<file path="src/rtl/alu_control_mdu.sv">
// EX-stage ALU control with an iterative multiply/divide unit and HI/LO.
// Decodes ALUOp/funct and stalls the pipeline while a mult/div iterates.
module alu_control_mdu #(
    parameter int WIDTH = 32
) (
    input  logic             clk,
    input  logic             rst_n,
    input  logic [2:0]       ALUOp,
    input  logic [5:0]       funct,
    input  logic             valid,
    input  logic [WIDTH-1:0] rs_val,
    input  logic [WIDTH-1:0] rt_val,
    output logic [3:0]       operation,
    output logic             Jr,
    output logic             illegal,
    output logic             stall,
    output logic             mdu_sel,
    output logic [WIDTH-1:0] mdu_out,
    output logic [WIDTH-1:0] hi,
    output logic [WIDTH-1:0] lo
);

    localparam int CW = $clog2(WIDTH);
    localparam logic [CW-1:0] LAST = CW'(WIDTH - 1);

    typedef enum logic [1:0] {IDLE, BUSY, DONE} state_t;

    state_t              state_q, state_d;
    logic [CW-1:0]       cnt_q, cnt_d;
    logic                fin;
    logic [2*WIDTH-1:0]  p_q, p_step, prod;
    logic [WIDTH-1:0]    m_q, dvd_q, hi_q, lo_q;
    logic                div_q, neg_q, rneg_q, dz_q;
    logic                is_r, is_md, is_mfhi, is_mflo, is_mthi, is_mtlo;
    logic                start, a_neg, b_neg;
    logic [WIDTH-1:0]    a_mag, b_mag;
    logic [WIDTH:0]      sum, t, diff;
    logic                ge;
    logic [WIDTH-1:0]    rq, rr, res_hi, res_lo;

    // ALU operation / Jr / illegal decode
    always_comb begin
        operation = 4'b0000;
        Jr        = 1'b0;
        illegal   = 1'b0;
        unique case (ALUOp)
            3'b000: operation = 4'b0010;
            3'b001: operation = 4'b0110;
            3'b100: operation = 4'b0000;
            3'b101: operation = 4'b0001;
            3'b010: begin
                unique case (funct)
                    6'b100000: operation = 4'b0010;
                    6'b100010: operation = 4'b0110;
                    6'b100100: operation = 4'b0000;
                    6'b100101: operation = 4'b0001;
                    6'b101010: operation = 4'b0111;
                    6'b000000: operation = 4'b0101;
                    6'b100111: operation = 4'b1100;
                    6'b001000: begin
                        operation = 4'b0010;
                        Jr        = 1'b1;
                    end
                    6'b011000, 6'b011001, 6'b011010, 6'b011011,
                    6'b010000, 6'b010010, 6'b010001, 6'b010011:
                        operation = 4'b0010;
                    default: illegal = 1'b1;
                endcase
            end
            default: illegal = 1'b1;
        endcase
    end

    assign is_r    = (ALUOp == 3'b010);
    assign is_md   = is_r & (funct[5:2] == 4'b0110);
    assign is_mfhi = is_r & (funct == 6'b010000);
    assign is_mflo = is_r & (funct == 6'b010010);
    assign is_mthi = is_r & (funct == 6'b010001);
    assign is_mtlo = is_r & (funct == 6'b010011);

    assign start   = valid & is_md & (state_q == IDLE);
    assign stall   = start | (state_q == BUSY);
    assign mdu_sel = valid & (is_mfhi | is_mflo);
    assign mdu_out = is_mfhi ? hi_q : (is_mflo ? lo_q : '0);
    assign hi      = hi_q;
    assign lo      = lo_q;

    // funct[0]=1 selects the unsigned variants
    assign a_neg = ~funct[0] & rs_val[WIDTH-1];
    assign b_neg = ~funct[0] & rt_val[WIDTH-1];
    assign a_mag = a_neg ? -rs_val : rs_val;
    assign b_mag = b_neg ? -rt_val : rt_val;

    // One radix-2 step: shift-add multiply or restoring divide
    always_comb begin
        sum  = {1'b0, p_q[2*WIDTH-1:WIDTH]} + (p_q[0] ? {1'b0, m_q} : '0);
        t    = {p_q[2*WIDTH-1:WIDTH], p_q[WIDTH-1]};
        ge   = (t >= {1'b0, m_q});
        diff = t - {1'b0, m_q};
        if (div_q)
            p_step = {(ge ? diff[WIDTH-1:0] : t[WIDTH-1:0]),
                      p_q[WIDTH-2:0], ge};
        else
            p_step = {sum, p_q[WIDTH-1:1]};
    end

    // Sign correction and divide-by-zero handling of the final step
    always_comb begin
        prod = neg_q ? -p_step : p_step;
        rq   = p_step[WIDTH-1:0];
        rr   = p_step[2*WIDTH-1:WIDTH];
        if (!div_q) begin
            res_hi = prod[2*WIDTH-1:WIDTH];
            res_lo = prod[WIDTH-1:0];
        end else if (dz_q) begin
            res_hi = dvd_q;
            res_lo = '1;
        end else begin
            res_hi = rneg_q ? -rr : rr;
            res_lo = neg_q ? -rq : rq;
        end
    end

    // FSM next state and iteration counter
    always_comb begin
        state_d = state_q;
        cnt_d   = cnt_q;
        fin     = 1'b0;
        unique case (state_q)
            IDLE: if (start) begin
                state_d = BUSY;
                cnt_d   = '0;
            end
            BUSY: begin
                cnt_d = cnt_q + CW'(1);
                if (cnt_q == LAST) begin
                    fin     = 1'b1;
                    state_d = DONE;
                    cnt_d   = '0;
                end
            end
            default: state_d = IDLE;
        endcase
    end

    // FSM state register
    always_ff @(posedge clk) begin
        if (!rst_n) begin
            state_q <= IDLE;
            cnt_q   <= '0;
        end else begin
            state_q <= state_d;
            cnt_q   <= cnt_d;
        end
    end

    // Operand latch on start, partial result update while busy
    always_ff @(posedge clk) begin
        if (!rst_n) begin
            p_q    <= '0;
            m_q    <= '0;
            dvd_q  <= '0;
            div_q  <= 1'b0;
            neg_q  <= 1'b0;
            rneg_q <= 1'b0;
            dz_q   <= 1'b0;
        end else if (start) begin
            p_q    <= {{WIDTH{1'b0}}, a_mag};
            m_q    <= b_mag;
            dvd_q  <= rs_val;
            div_q  <= funct[1];
            neg_q  <= a_neg ^ b_neg;
            rneg_q <= a_neg;
            dz_q   <= funct[1] & (rt_val == '0);
        end else if (state_q == BUSY) begin
            p_q <= p_step;
        end
    end

    // HI/LO: result writeback or mthi/mtlo moves
    always_ff @(posedge clk) begin
        if (!rst_n) begin
            hi_q <= '0;
            lo_q <= '0;
        end else if (fin) begin
            hi_q <= res_hi;
            lo_q <= res_lo;
        end else if (valid & ~stall & is_mthi) begin
            hi_q <= rs_val;
        end else if (valid & ~stall & is_mtlo) begin
            lo_q <= rs_val;
        end
    end

endmodule

</file>
<file path="config.mk">
export PLATFORM = sky130hd
export DESIGN_NAME = alu_control_mdu
export DESIGN_NICKNAME = d
export VERILOG_FILES = /design/src/rtl/alu_control_mdu.sv
export SDC_FILE = /design/constraint.sdc
export NUM_CORES = 1
export LEC_CHECK = 0
export BUFFER_PORTS_ARGS = -buffer_cell sky130_fd_sc_hd__buf_2
export CAP_MARGIN = 20
export CORE_MARGIN = 5
export CORE_UTILIZATION = 30
export CTS_CLUSTER_SIZE = 40
export DETAILED_ROUTE_END_ITERATION = 6
export SYNTH_ARGS = -nofsm -noshare
export SYNTH_HDL_FRONTEND = slang
export SYNTH_SLANG_ARGS = --single-unit
</file>
<file path="constraint.sdc">
create_clock -name clk -period 5.83 [get_ports clk]
set_input_delay 0.8745 -clock clk [delete_from_list [all_inputs] [get_ports clk]]
set_output_delay 0.8745 -clock clk [all_outputs]
set_load 0.02 [all_outputs]
</file>
==> results of run 1 <==
per-stage QoR:
| stage | hold slack, ns | setup slack [ns] | power, mW | utilization, % | area, sq um |
|---|---|---|---|---|---|
| 2_1_floorplan | 0.438 | 0.462 | 1.65 | - | 17900 |
| 3_3_place_gp | 0.454 | 0.497 | 1.81 | 33.1 | 19500 |
| 3_5_place_dp | 0.458 | 0.477 | 1.81 | 33.1 | 19500 |
| 4_1_cts | 0.467 | 0.447 | 3.52 | 34.6 | 20400 |
| 5_1_grt | 0.491 | 0.0237 | 3.61 | 34.6 | 20400 |
| 6_report | 0.467 | 0.392 | 3.50 | 34.6 | 20400 |
worst register-to-register path, stage by stage, from the launching register on:
cell	delay (ns)
sky130_fd_sc_hd__dfxtp_1	0.95
sky130_fd_sc_hd__and2_1	0.28
sky130_fd_sc_hd__ha_1	0.18
sky130_fd_sc_hd__inv_1	0.06
sky130_fd_sc_hd__fa_1	0.39
sky130_fd_sc_hd__nor2b_1	0.18
sky130_fd_sc_hd__o2111ai_1	0.15
sky130_fd_sc_hd__a21boi_1	0.29
sky130_fd_sc_hd__a41oi_1	0.32
sky130_fd_sc_hd__o31ai_1	0.39
sky130_fd_sc_hd__mux2i_1	0.13
sky130_fd_sc_hd__o311a_1	0.23
sky130_fd_sc_hd__nor2_1	0.32
sky130_fd_sc_hd__nand4b_4	0.22
sky130_fd_sc_hd__or3_1	0.42
sky130_fd_sc_hd__o41ai_1	0.45
sky130_fd_sc_hd__xor2_1	0.13
sky130_fd_sc_hd__a221oi_1	0.26
registers in the layout, indices dropped and copies added (netlist names):
| signal | flops |
|---|---|
| p_q | 64 |
| cnt_q | 5 |
| dz_q | 1 |
| div_q | 1 |
| state_q | 2 |
| m_q | 32 |
| lo | 32 |
| neg_q | 1 |
| hi | 32 |
| dvd_q | 32 |
| rneg_q | 1 |
cell type report:
| type | count | area share, % |
|---|---|---|
| Clock inverter | 15 | 0.777 |
| Multi-Input combinational cell | 1983 | 63.1 |
| Sequential cell | 203 | 19.9 |
| Inverter | 67 | 1.23 |
| Tap cell | 773 | 4.73 |
| Clock buffer | 34 | 3.63 |
| Timing Repair Buffer | 241 | 6.66 |
logic make-up (layout without fill, tap and decap cells):
group | after synthesis | count (layout)
adders and majority gates | 72 | 72
DFF | 203 | 203
buffers and inverters | 238 | 357
xor gates and xnor gates | 159 | 159
muxes | 111 | 111
AOI/OAI and AO/OA | 799 | 799
and+or+nand+nor | 842 | 842
metal layers:
layer	vias to the layer above	global-route usage [%]	wire length [um]
met4	0	5.55	2140
met3	126	3.30	5480
li1	9014	-	-
met2	773	32.1	30300
met1	8750	29.4	31900
met5	-	0	0
path summary, 6_finish.rpt:
path | cells past startpoint | to | slack (ns)
hold reg to reg | 2 | dvd_q[22] | 0.47
setup / recovery | 17 | hi[30] | 0.39
setup reg to reg | 17 | hi[30] | 0.39
hold / removal | 2 | dvd_q[22] | 0.47
cells in the mapped netlist (all sizes together), types with 17 or more instances:
library cell	n	area, sq um
nand2	335	1260
a21oi	232	1200
dfxtp	203	4060
o21ai	174	878
nor2	168	633
clkbuf	128	482
xnor2	83	727
xor2	76	666
ha	70	876
inv	65	244
mux2i	62	621
nor3	54	270
and2	52	325
mux2	49	552
a21boi	45	338
nand3	45	230
buf	43	225
o211ai	40	305
o211a	34	340
a22o	33	289
o31ai	33	248
nand4	30	188
a21o	28	210
a31oi	27	169
nor2b	24	150
or3	23	144
nand2b	21	131
nor4	20	153
and3	17	106
o21a	17	128
power groups by stage:
stage,logic (mW),clock network (mW),registers (mW)
finish,0.388,1.72,1.39
global route,0.418,1.80,1.39
CTS,0.381,1.75,1.39
detailed placement,0.380,0,1.43
global placement,0.382,0,1.43
floorplan,0.230,0,1.42
==> flow_summary.html, run 1 <==
<table>
<tr><th>Metric</th><th>Value</th></tr>
<tr><th colspan="2">Worst setup path</th></tr>
<tr><td>Buffers and inverters on the worst path</td><td>1</td></tr>
<tr><td>CP Capture Type</td><td>register</td></tr>
<tr><td>Launching instance or port of the critical path</td><td>p_q[0]</td></tr>
<tr><td>Cell type of the slowest stage on the worst timing path</td><td>sky130_fd_sc_hd__dfxtp_1</td></tr>
<tr><td>Category of the most critical setup path</td><td>reg -&gt; reg</td></tr>
<tr><td>Crit-path cells</td><td>and2_1 &gt; ha_1 &gt; inv_1 &gt; fa_1 &gt; nor2b_1 &gt; o2111ai_1 &gt; a21boi_1 &gt; a41oi_1 &gt; o31ai_1 &gt; mux2i_1 &gt; o311a_1 &gt; nor2_1 &gt; nand4b_4 &gt; or3_1 &gt; o41ai_1 &gt; xor2_1 &gt; a221oi_1</td></tr>
<tr><td>Largest driver fanout on the critical path</td><td>23</td></tr>
<tr><td>Critical path required time</td><td>6.32 ns</td></tr>
<tr><td>Largest stage delay, worst path</td><td>0.95 ns</td></tr>
<tr><td>Worst path arrival time</td><td>5.93 ns</td></tr>
<tr><td>Reg2Reg Launch Point</td><td>p_q[0]</td></tr>
<tr><td>Type of element launching the critical path</td><td>register</td></tr>
<tr><td>Kind of cell adding the most delay to the critical path</td><td>compound AO/OA/AOI/OAI gates</td></tr>
<tr><th colspan="2">Final layout</th></tr>
<tr><td>Filler Cells Inserted</td><td>6,334</td></tr>
<tr><td>Commonest cells after routing, fill and taps aside</td><td>sky130_fd_sc_hd__nand2_1, sky130_fd_sc_hd__a21oi_1, sky130_fd_sc_hd__dfxtp_1</td></tr>
<tr><td>Footprint of the flip-flops and latches</td><td>4070 sq um</td></tr>
<tr><td>Post-layout nets</td><td>2,671</td></tr>
<tr><td>Syn-to-layout area delta</td><td>14.4%</td></tr>
<tr><td>Share of layout cells above drive strength 1</td><td>15.8%</td></tr>
<tr><td>Diode insertion count for antenna repair</td><td>0</td></tr>
<tr><td>Area used by multi-input combinational logic</td><td>12,900 sq um</td></tr>
<tr><td>Final instance count without filler cells</td><td>3,316</td></tr>
<tr><td>Leading cell type in the layout, fill and taps excluded</td><td>sky130_fd_sc_hd__nand2_1</td></tr>
<tr><th colspan="2">Placed design</th></tr>
<tr><td>Detailed Place HPWL</td><td>53.2 mm</td></tr>
<tr><td>Port-buffer cells</td><td>179</td></tr>
<tr><td>Weighted congestion reported at the end of routability-driven placement</td><td>0.918</td></tr>
<tr><td>Cell count after placement</td><td>3,266</td></tr>
<tr><th colspan="2">Pwr</th></tr>
<tr><td>Max IR drop VDD</td><td>212 uV</td></tr>
<tr><td>Share of power burned in the clock network</td><td>49.1%</td></tr>
<tr><td>Combinational cell fraction of total power</td><td>11.1%</td></tr>
<tr><td>Switching share of power</td><td>28.2%</td></tr>
<tr><td>Static power due to leakage</td><td>8.65 nW</td></tr>
<tr><td>Internal Pwr Total</td><td>2.51 mW</td></tr>
<tr><td>Proportion of power drawn by flip-flops and latches</td><td>39.9%</td></tr>
<tr><td>Power dissipated by switching net loads</td><td>0.988 mW</td></tr>
<tr><td>P per Cell Area</td><td>171 nW/um^2</td></tr>
<tr><th colspan="2">Hold path</th></tr>
<tr><td>Hold/Removal Path Class</td><td>reg -&gt; reg</td></tr>
<tr><td>Hold path startpoint</td><td>dvd_q[22]</td></tr>
<tr><th colspan="2">Logic synthesis</th></tr>
<tr><td>Fraction of synthesized area in multiplexers</td><td>6.56%</td></tr>
<tr><td>Number of synthesized flops with an enable pin</td><td>0</td></tr>
<tr><td>Synth Instances</td><td>2,424</td></tr>
<tr><td>Area share of fa/ha/maj cells after synthesis</td><td>5.13%</td></tr>
<tr><td>Post-synth net total</td><td>2,572</td></tr>
<tr><td>Proportion of register bits with asynchronous set or reset after synthesis</td><td>0%</td></tr>
<tr><td>Largest family of logic cells by synthesized area</td><td>compound AO/OA/AOI/OAI gates</td></tr>
<tr><td>Netlist cell types</td><td>93</td></tr>
<tr><td>Avg Cell Area, Syn</td><td>7.37 sq um</td></tr>
<tr><td>Number of flip-flops and latches in the synthesized netlist</td><td>203</td></tr>
<tr><td>Main synth FF type</td><td>sky130_fd_sc_hd__dfxtp_1</td></tr>
<tr><td>Synth Area in XOR/XNOR</td><td>7.80%</td></tr>
<tr><td>Share of synthesized area occupied by flip-flops and latches</td><td>22.8%</td></tr>
<tr><td>Synth Warn #</td><td>0</td></tr>
<tr><td>Synthesized-area fraction occupied by and/or/nand/nor cells</td><td>22.5%</td></tr>
<tr><td>Combined area of all synthesized cells</td><td>17,900 sq um</td></tr>
<tr><td>Compound-gate portion of the synthesized area</td><td>29.9%</td></tr>
<tr><th colspan="2">STA</th></tr>
<tr><td>Max-slew violation count</td><td>0</td></tr>
<tr><td>Peak clock frequency supported by timing</td><td>0.184 GHz</td></tr>
<tr><td>RSZ-0062 raised after global routing</td><td>no</td></tr>
<tr><td>Worst slew margin relative to its limit</td><td>27.4%</td></tr>
<tr><td>Layout Skew</td><td>0.0245 ns</td></tr>
<tr><td>Total Negative Setup Slacks</td><td>0 ns</td></tr>
<tr><td>Ratio of final minimum period to clock period</td><td>93.3%</td></tr>
<tr><td>Total count of hold-check failures in the final report</td><td>0</td></tr>
<tr><td>Final setup violation count</td><td>0</td></tr>
<tr><td>Final min period</td><td>5.44 ns</td></tr>
<tr><td>Actual transition at the worst max-transition pin</td><td>1.09 ns</td></tr>
<tr><th colspan="2">Global route</th></tr>
<tr><td>Wire length of the first global-routing pass</td><td>106 mm</td></tr>
<tr><td>Antenna violations before repair</td><td>0</td></tr>
<tr><td>Total routing resource utilization after global routing</td><td>20.5%</td></tr>
<tr><td>Number of global-route vias before repair</td><td>17,518</td></tr>
<tr><td>Pin count of the biggest net entering global routing</td><td>93</td></tr>
<tr><td>Overflow left after global routing</td><td>0</td></tr>
<tr><th colspan="2">Clocking</th></tr>
<tr><td>Buffers inserted during post-CTS setup optimization</td><td>0</td></tr>
<tr><td>CTS buffer count</td><td>27</td></tr>
<tr><td>Clock Latency Late Sink</td><td>0.59 ns</td></tr>
<tr><td>CTS-repair resized insts</td><td>0</td></tr>
<tr><td>Number of sinks driven by the clock tree</td><td>203</td></tr>
<tr><td>Clock tree from TritonCTS</td><td>yes</td></tr>
<tr><td>H-Tree Depth</td><td>1</td></tr>
<tr><td>Clock slew at the register clock pins of the worst setup and hold paths</td><td>0.06 ns</td></tr>
<tr><td>Bufs on Longest Clock Path</td><td>3</td></tr>
<tr><td>Clock root buffer</td><td>sky130_fd_sc_hd__clkbuf_16</td></tr>
<tr><td>Hold-fix buffers, CTS</td><td>0</td></tr>
<tr><th colspan="2">Floorplanning</th></tr>
<tr><td>Die Span Y</td><td>254 um</td></tr>
<tr><td>Die ar.</td><td>64,500 sq um</td></tr>
<tr><td>Die X</td><td>254 um</td></tr>
<tr><td>Initial Utilization</td><td>30.3%</td></tr>
<tr><td>Num rows</td><td>89</td></tr>
<tr><td>IO Count</td><td>180</td></tr>
<tr><td>Area inside the core boundary</td><td>59,000 sq um</td></tr>
<tr><th colspan="2">Flow run</th></tr>
<tr><td>Maximum Capacitance Violations</td><td>0</td></tr>
<tr><th colspan="2">Detailed routing</th></tr>
<tr><td>Via total after detailed routing</td><td>18,663</td></tr>
<tr><td>Average wire per standard cell</td><td>21.1 um</td></tr>
<tr><td>Number of detailed-routing iterations run before antenna repair</td><td>6</td></tr>
<tr><td>Via density per instance</td><td>5.63</td></tr>
<tr><td>Drt first-iter violations</td><td>1,948</td></tr>
<tr><td>Post-detailed-routing wire length</td><td>69.9 mm</td></tr>
<tr><td>Number of DRC violations after detailed routing</td><td>0</td></tr>
<tr><td>Antenna viol nets, final</td><td>0</td></tr>
<tr><th colspan="2">Outcome</th></tr>
<tr><td>Status</td><td>finished clean</td></tr>
</table>
No activity file was read; power rests on OpenSTA's default activity.
==> run 2, diff against run 1 <==
clock period = 5.7 ns   (was 5.83 ns; I/O delays follow)
==> run 2 against run 1 <==
Against the previous run:
- clock power barely moved
- first-iteration DRC count rose by 7.5%
- critical path depth rose by 5
- sequential cell count did not move
- clock-buffer cell count rose by 3
- worst hold slack got worse by 0.0053 ns
- combinational power rose by 3%
- worst setup slack improved by 0.043 ns
- power rose by 0.67%
- wire length fell by 0.82%
- largest power group unchanged
==> flow_summary.html, run 2 (synthesized netlist as in run 1, its figures left out) <==
<table>
<tr><th>Metric</th><th>Value</th></tr>
<tr><th colspan="2">Worst setup path</th></tr>
<tr><td>CP Capture Type</td><td>register</td></tr>
<tr><td>Category of the most critical setup path</td><td>reg -&gt; reg</td></tr>
<tr><td>Type of element launching the critical path</td><td>register</td></tr>
<tr><td>Cell type of the slowest stage on the worst timing path</td><td>sky130_fd_sc_hd__or4_4</td></tr>
<tr><td>Kind of cell adding the most delay to the critical path</td><td>simple AND/OR/NAND/NOR gates</td></tr>
<tr><td>Critical path required time</td><td>6.16 ns (-0.16 ns)</td></tr>
<tr><td>Worst path arrival time</td><td>5.72 ns (-0.21 ns)</td></tr>
<tr><td>Crit-path cells</td><td>ha_1 &gt; a21oi_4 &gt; o21ai_2 &gt; a2111oi_4 &gt; a211o_1 &gt; nand3_2 &gt; nor2_4 &gt; nand2_1 &gt; o21ai_0 &gt; ha_1 &gt; o21ai_0 &gt; inv_1 &gt; nand2_1 &gt; or2_2 &gt; or3_1 &gt; or3_1 &gt; nor2_1 &gt; nand3_1 &gt; or4_4 &gt; and3_1 &gt; nor3_1 &gt; nor3_1</td></tr>
<tr><td>Largest stage delay, worst path</td><td>0.46 ns (-0.49 ns)</td></tr>
<tr><td>Largest driver fanout on the critical path</td><td>9 (-61%)</td></tr>
<tr><td>Buffers and inverters on the worst path</td><td>1 (unchanged)</td></tr>
<tr><th colspan="2">Detailed routing</th></tr>
<tr><td>Via total after detailed routing</td><td>18,701 (+0.20%)</td></tr>
<tr><td>Drt first-iter violations</td><td>2,094 (+7.5%)</td></tr>
<tr><td>Post-detailed-routing wire length</td><td>69.3 mm (-0.82%)</td></tr>
<tr><td>Via density per instance</td><td>5.64 (+0.20%)</td></tr>
<tr><td>Number of DRC violations after detailed routing</td><td>0 (unchanged)</td></tr>
<tr><td>Antenna viol nets, final</td><td>0 (unchanged)</td></tr>
<tr><td>Number of detailed-routing iterations run before antenna repair</td><td>6 (unchanged)</td></tr>
<tr><td>Average wire per standard cell</td><td>20.9 um (-0.82%)</td></tr>
<tr><th colspan="2">Final layout</th></tr>
<tr><td>Commonest cells after routing, fill and taps aside</td><td>sky130_fd_sc_hd__nand2_1, sky130_fd_sc_hd__a21oi_1, sky130_fd_sc_hd__dfxtp_1</td></tr>
<tr><td>Share of layout cells above drive strength 1</td><td>15.8% (unchanged)</td></tr>
<tr><td>Diode insertion count for antenna repair</td><td>0 (unchanged)</td></tr>
<tr><td>Filler Cells Inserted</td><td>6,333 (-0.016%)</td></tr>
<tr><td>Footprint of the flip-flops and latches</td><td>4070 sq um (about the same)</td></tr>
<tr><td>Syn-to-layout area delta</td><td>14.4% (about the same)</td></tr>
<tr><td>Final design utilization</td><td>34.6% (about the same)</td></tr>
<tr><td>Area used by multi-input combinational logic</td><td>12,900 sq um (about the same)</td></tr>
<tr><td>Post-layout nets</td><td>2,673 (+0.075%)</td></tr>
<tr><td>Final instance count without filler cells</td><td>3,316 (unchanged)</td></tr>
<tr><td>Leading cell type in the layout, fill and taps excluded</td><td>sky130_fd_sc_hd__nand2_1</td></tr>
<tr><td>Number of flip-flops under the largest register name</td><td>64 (unchanged)</td></tr>
<tr><td>Register with the most flip-flops</td><td>p_q</td></tr>
<tr><th colspan="2">STA</th></tr>
<tr><td>Final worst setup slack</td><td>0.435 ns (+0.0429 ns)</td></tr>
<tr><td>Actual transition at the worst max-transition pin</td><td>0.900 ns (-0.187 ns)</td></tr>
<tr><td>Final setup violation count</td><td>0 (unchanged)</td></tr>
<tr><td>Max-slew violation count</td><td>0 (unchanged)</td></tr>
<tr><td>Total Negative Setup Slacks</td><td>0 ns (unchanged)</td></tr>
<tr><td>Final min period</td><td>5.26 ns (-0.173 ns)</td></tr>
<tr><td>RSZ-0062 raised after global routing</td><td>no</td></tr>
<tr><td>Ratio of final minimum period to clock period</td><td>92.4% (-0.91 points)</td></tr>
<tr><td>Peak clock frequency supported by timing</td><td>0.190 GHz (+3.3%)</td></tr>
<tr><td>Total count of hold-check failures in the final report</td><td>0 (unchanged)</td></tr>
<tr><td>Worst slew margin relative to its limit</td><td>39.9% (+12 points)</td></tr>
<tr><td>Layout Skew</td><td>0.0125 ns (-0.0120 ns)</td></tr>
<tr><td>Final hold slack</td><td>0.461 ns (-0.00532 ns)</td></tr>
<tr><th colspan="2">Floorplanning</th></tr>
<tr><td>Die Span Y</td><td>254 um (unchanged)</td></tr>
<tr><td>IO Count</td><td>180 (unchanged)</td></tr>
<tr><td>Initial Utilization</td><td>30.3% (unchanged)</td></tr>
<tr><td>Die ar.</td><td>64,500 sq um (unchanged)</td></tr>
<tr><td>Die X</td><td>254 um (unchanged)</td></tr>
<tr><td>Num rows</td><td>89 (unchanged)</td></tr>
<tr><td>Area inside the core boundary</td><td>59,000 sq um (unchanged)</td></tr>
<tr><th colspan="2">Pwr</th></tr>
<tr><td>Static power due to leakage</td><td>8.66 nW (+0.11%)</td></tr>
<tr><td>Max IR drop VDD</td><td>206 uV (-2.8%)</td></tr>
<tr><td>P per Cell Area</td><td>172 nW/um^2 (+0.70%)</td></tr>
<tr><th colspan="2">Placed design</th></tr>
<tr><td>Weighted congestion reported at the end of routability-driven placement</td><td>0.940 (+2.4%)</td></tr>
<tr><td>Port-buffer cells</td><td>179 (unchanged)</td></tr>
<tr><td>Cell count after placement</td><td>3,271 (+0.15%)</td></tr>
<tr><td>Detailed Place HPWL</td><td>52.4 mm (-1.5%)</td></tr>
<tr><td>Minimum setup slack after placement</td><td>0.335 ns (-0.142 ns)</td></tr>
<tr><th colspan="2">Clocking</th></tr>
<tr><td>Number of sinks driven by the clock tree</td><td>203 (unchanged)</td></tr>
<tr><td>Bufs on Longest Clock Path</td><td>3 (unchanged)</td></tr>
<tr><td>Clock slew at the register clock pins of the worst setup and hold paths</td><td>0.06 ns (about the same)</td></tr>
<tr><td>Clock root buffer</td><td>sky130_fd_sc_hd__clkbuf_16</td></tr>
<tr><td>Hold-fix buffers, CTS</td><td>0 (unchanged)</td></tr>
<tr><td>Clock Latency Late Sink</td><td>0.58 ns (about the same)</td></tr>
<tr><td>H-Tree Depth</td><td>1 (unchanged)</td></tr>
<tr><td>Clock tree from TritonCTS</td><td>yes</td></tr>
<tr><td>CTS buffer count</td><td>25 (-7.4%)</td></tr>
<tr><th colspan="2">Global route</th></tr>
<tr><td>Pin count of the biggest net entering global routing</td><td>86 (-7.5%)</td></tr>
<tr><td>Number of global-route vias before repair</td><td>17,416 (-0.58%)</td></tr>
<tr><td>Total routing resource utilization after global routing</td><td>20.3% (-0.19 points)</td></tr>
<tr><td>Antenna violations before repair</td><td>0 (unchanged)</td></tr>
<tr><td>Overflow left after global routing</td><td>0 (unchanged)</td></tr>
<tr><td>Wire length of the first global-routing pass</td><td>105 mm (-0.59%)</td></tr>
<tr><th colspan="2">Flow run</th></tr>
<tr><td>Maximum Capacitance Violations</td><td>0 (unchanged)</td></tr>
<tr><th colspan="2">Outcome</th></tr>
<tr><td>Status</td><td>finished clean</td></tr>
<tr><th colspan="2">Hold path</th></tr>
<tr><td>Hold/Removal Path Class</td><td>reg -&gt; reg</td></tr>
</table>
-- run 2: cell count changes in the layout (fill, tap and decap cells not counted), moves of 2 or more --
cell | before | now
sky130_fd_sc_hd__clkbuf_8 | 4 | 8
sky130_fd_sc_hd__clkbuf_16 | 27 | 25
sky130_fd_sc_hd__clkinv_4 | 2 | 0
sky130_fd_sc_hd__clkinvlp_4 | 3 | 0
sky130_fd_sc_hd__buf_4 | 62 | 67
-- run 2: final timing paths --
kind                                start         to  slack (ns)  cells past startpoint
worst min-delay path            dvd_q[25]  dvd_q[25]        0.46                      2
worst max register to register    p_q[55]     hi[24]        0.44                     22
worst min register to register  dvd_q[25]  dvd_q[25]        0.46                      2
worst max-delay path              p_q[55]     hi[24]        0.44                     22
-- run 2: metrics by stage --
stage / power, mW / instance area (sq um)
floorplan: 1.69 / 17900
global placement: 1.84 / 19600
detailed placement: 1.85 / 19600
CTS: 3.55 / 20400
global route: 3.64 / 20400
finish: 3.52 / 20400
-- run 2: cell type report --
| type | count | area share, % |
|---|---|---|
| clock buffer | 37 | 3.67 |
| clock inverter | 8 | 0.514 |
| inverter | 67 | 1.23 |
| multi-input combinational | 1983 | 63.1 |
| sequential | 203 | 19.9 |
| tap | 773 | 4.73 |
| timing repair buffer | 245 | 6.82 |
-- run 2: what timing repair did --
item | CTS | global route
resized for setup | 0 | 3
endpoints found under the setup margin | 0 | 4
setup buffers | 0 | 0
-- run 2: routing by layer --
| metal | GRT usage, % | part of all wire [%] | up-vias |
|---|---|---|---|
| met5 | 0 | 0 | - |
| met4 | 5.26 | 2.9 | 0 |
| met3 | 4.16 | 9.6 | 115 |
| met2 | 31.5 | 43 | 869 |
| met1 | 29.0 | 44 | 8696 |
| li1 | - | - | 9021 |
-- run 2: tightest hold or removal path: stages, from the launching register on --
cell	delay, ns
sky130_fd_sc_hd__dfxtp_1	0.30
sky130_fd_sc_hd__nand2_1	0.04
sky130_fd_sc_hd__a21boi_0	0.06
-- run 2: where the power goes --
part	internal [mW]	switching [mW]	leakage, nW
Sequential	1.42	0.00439	1.64
Clock	1.00	0.698	0.428
Combinational	0.130	0.268	6.59
Total	2.55	0.970	8.66
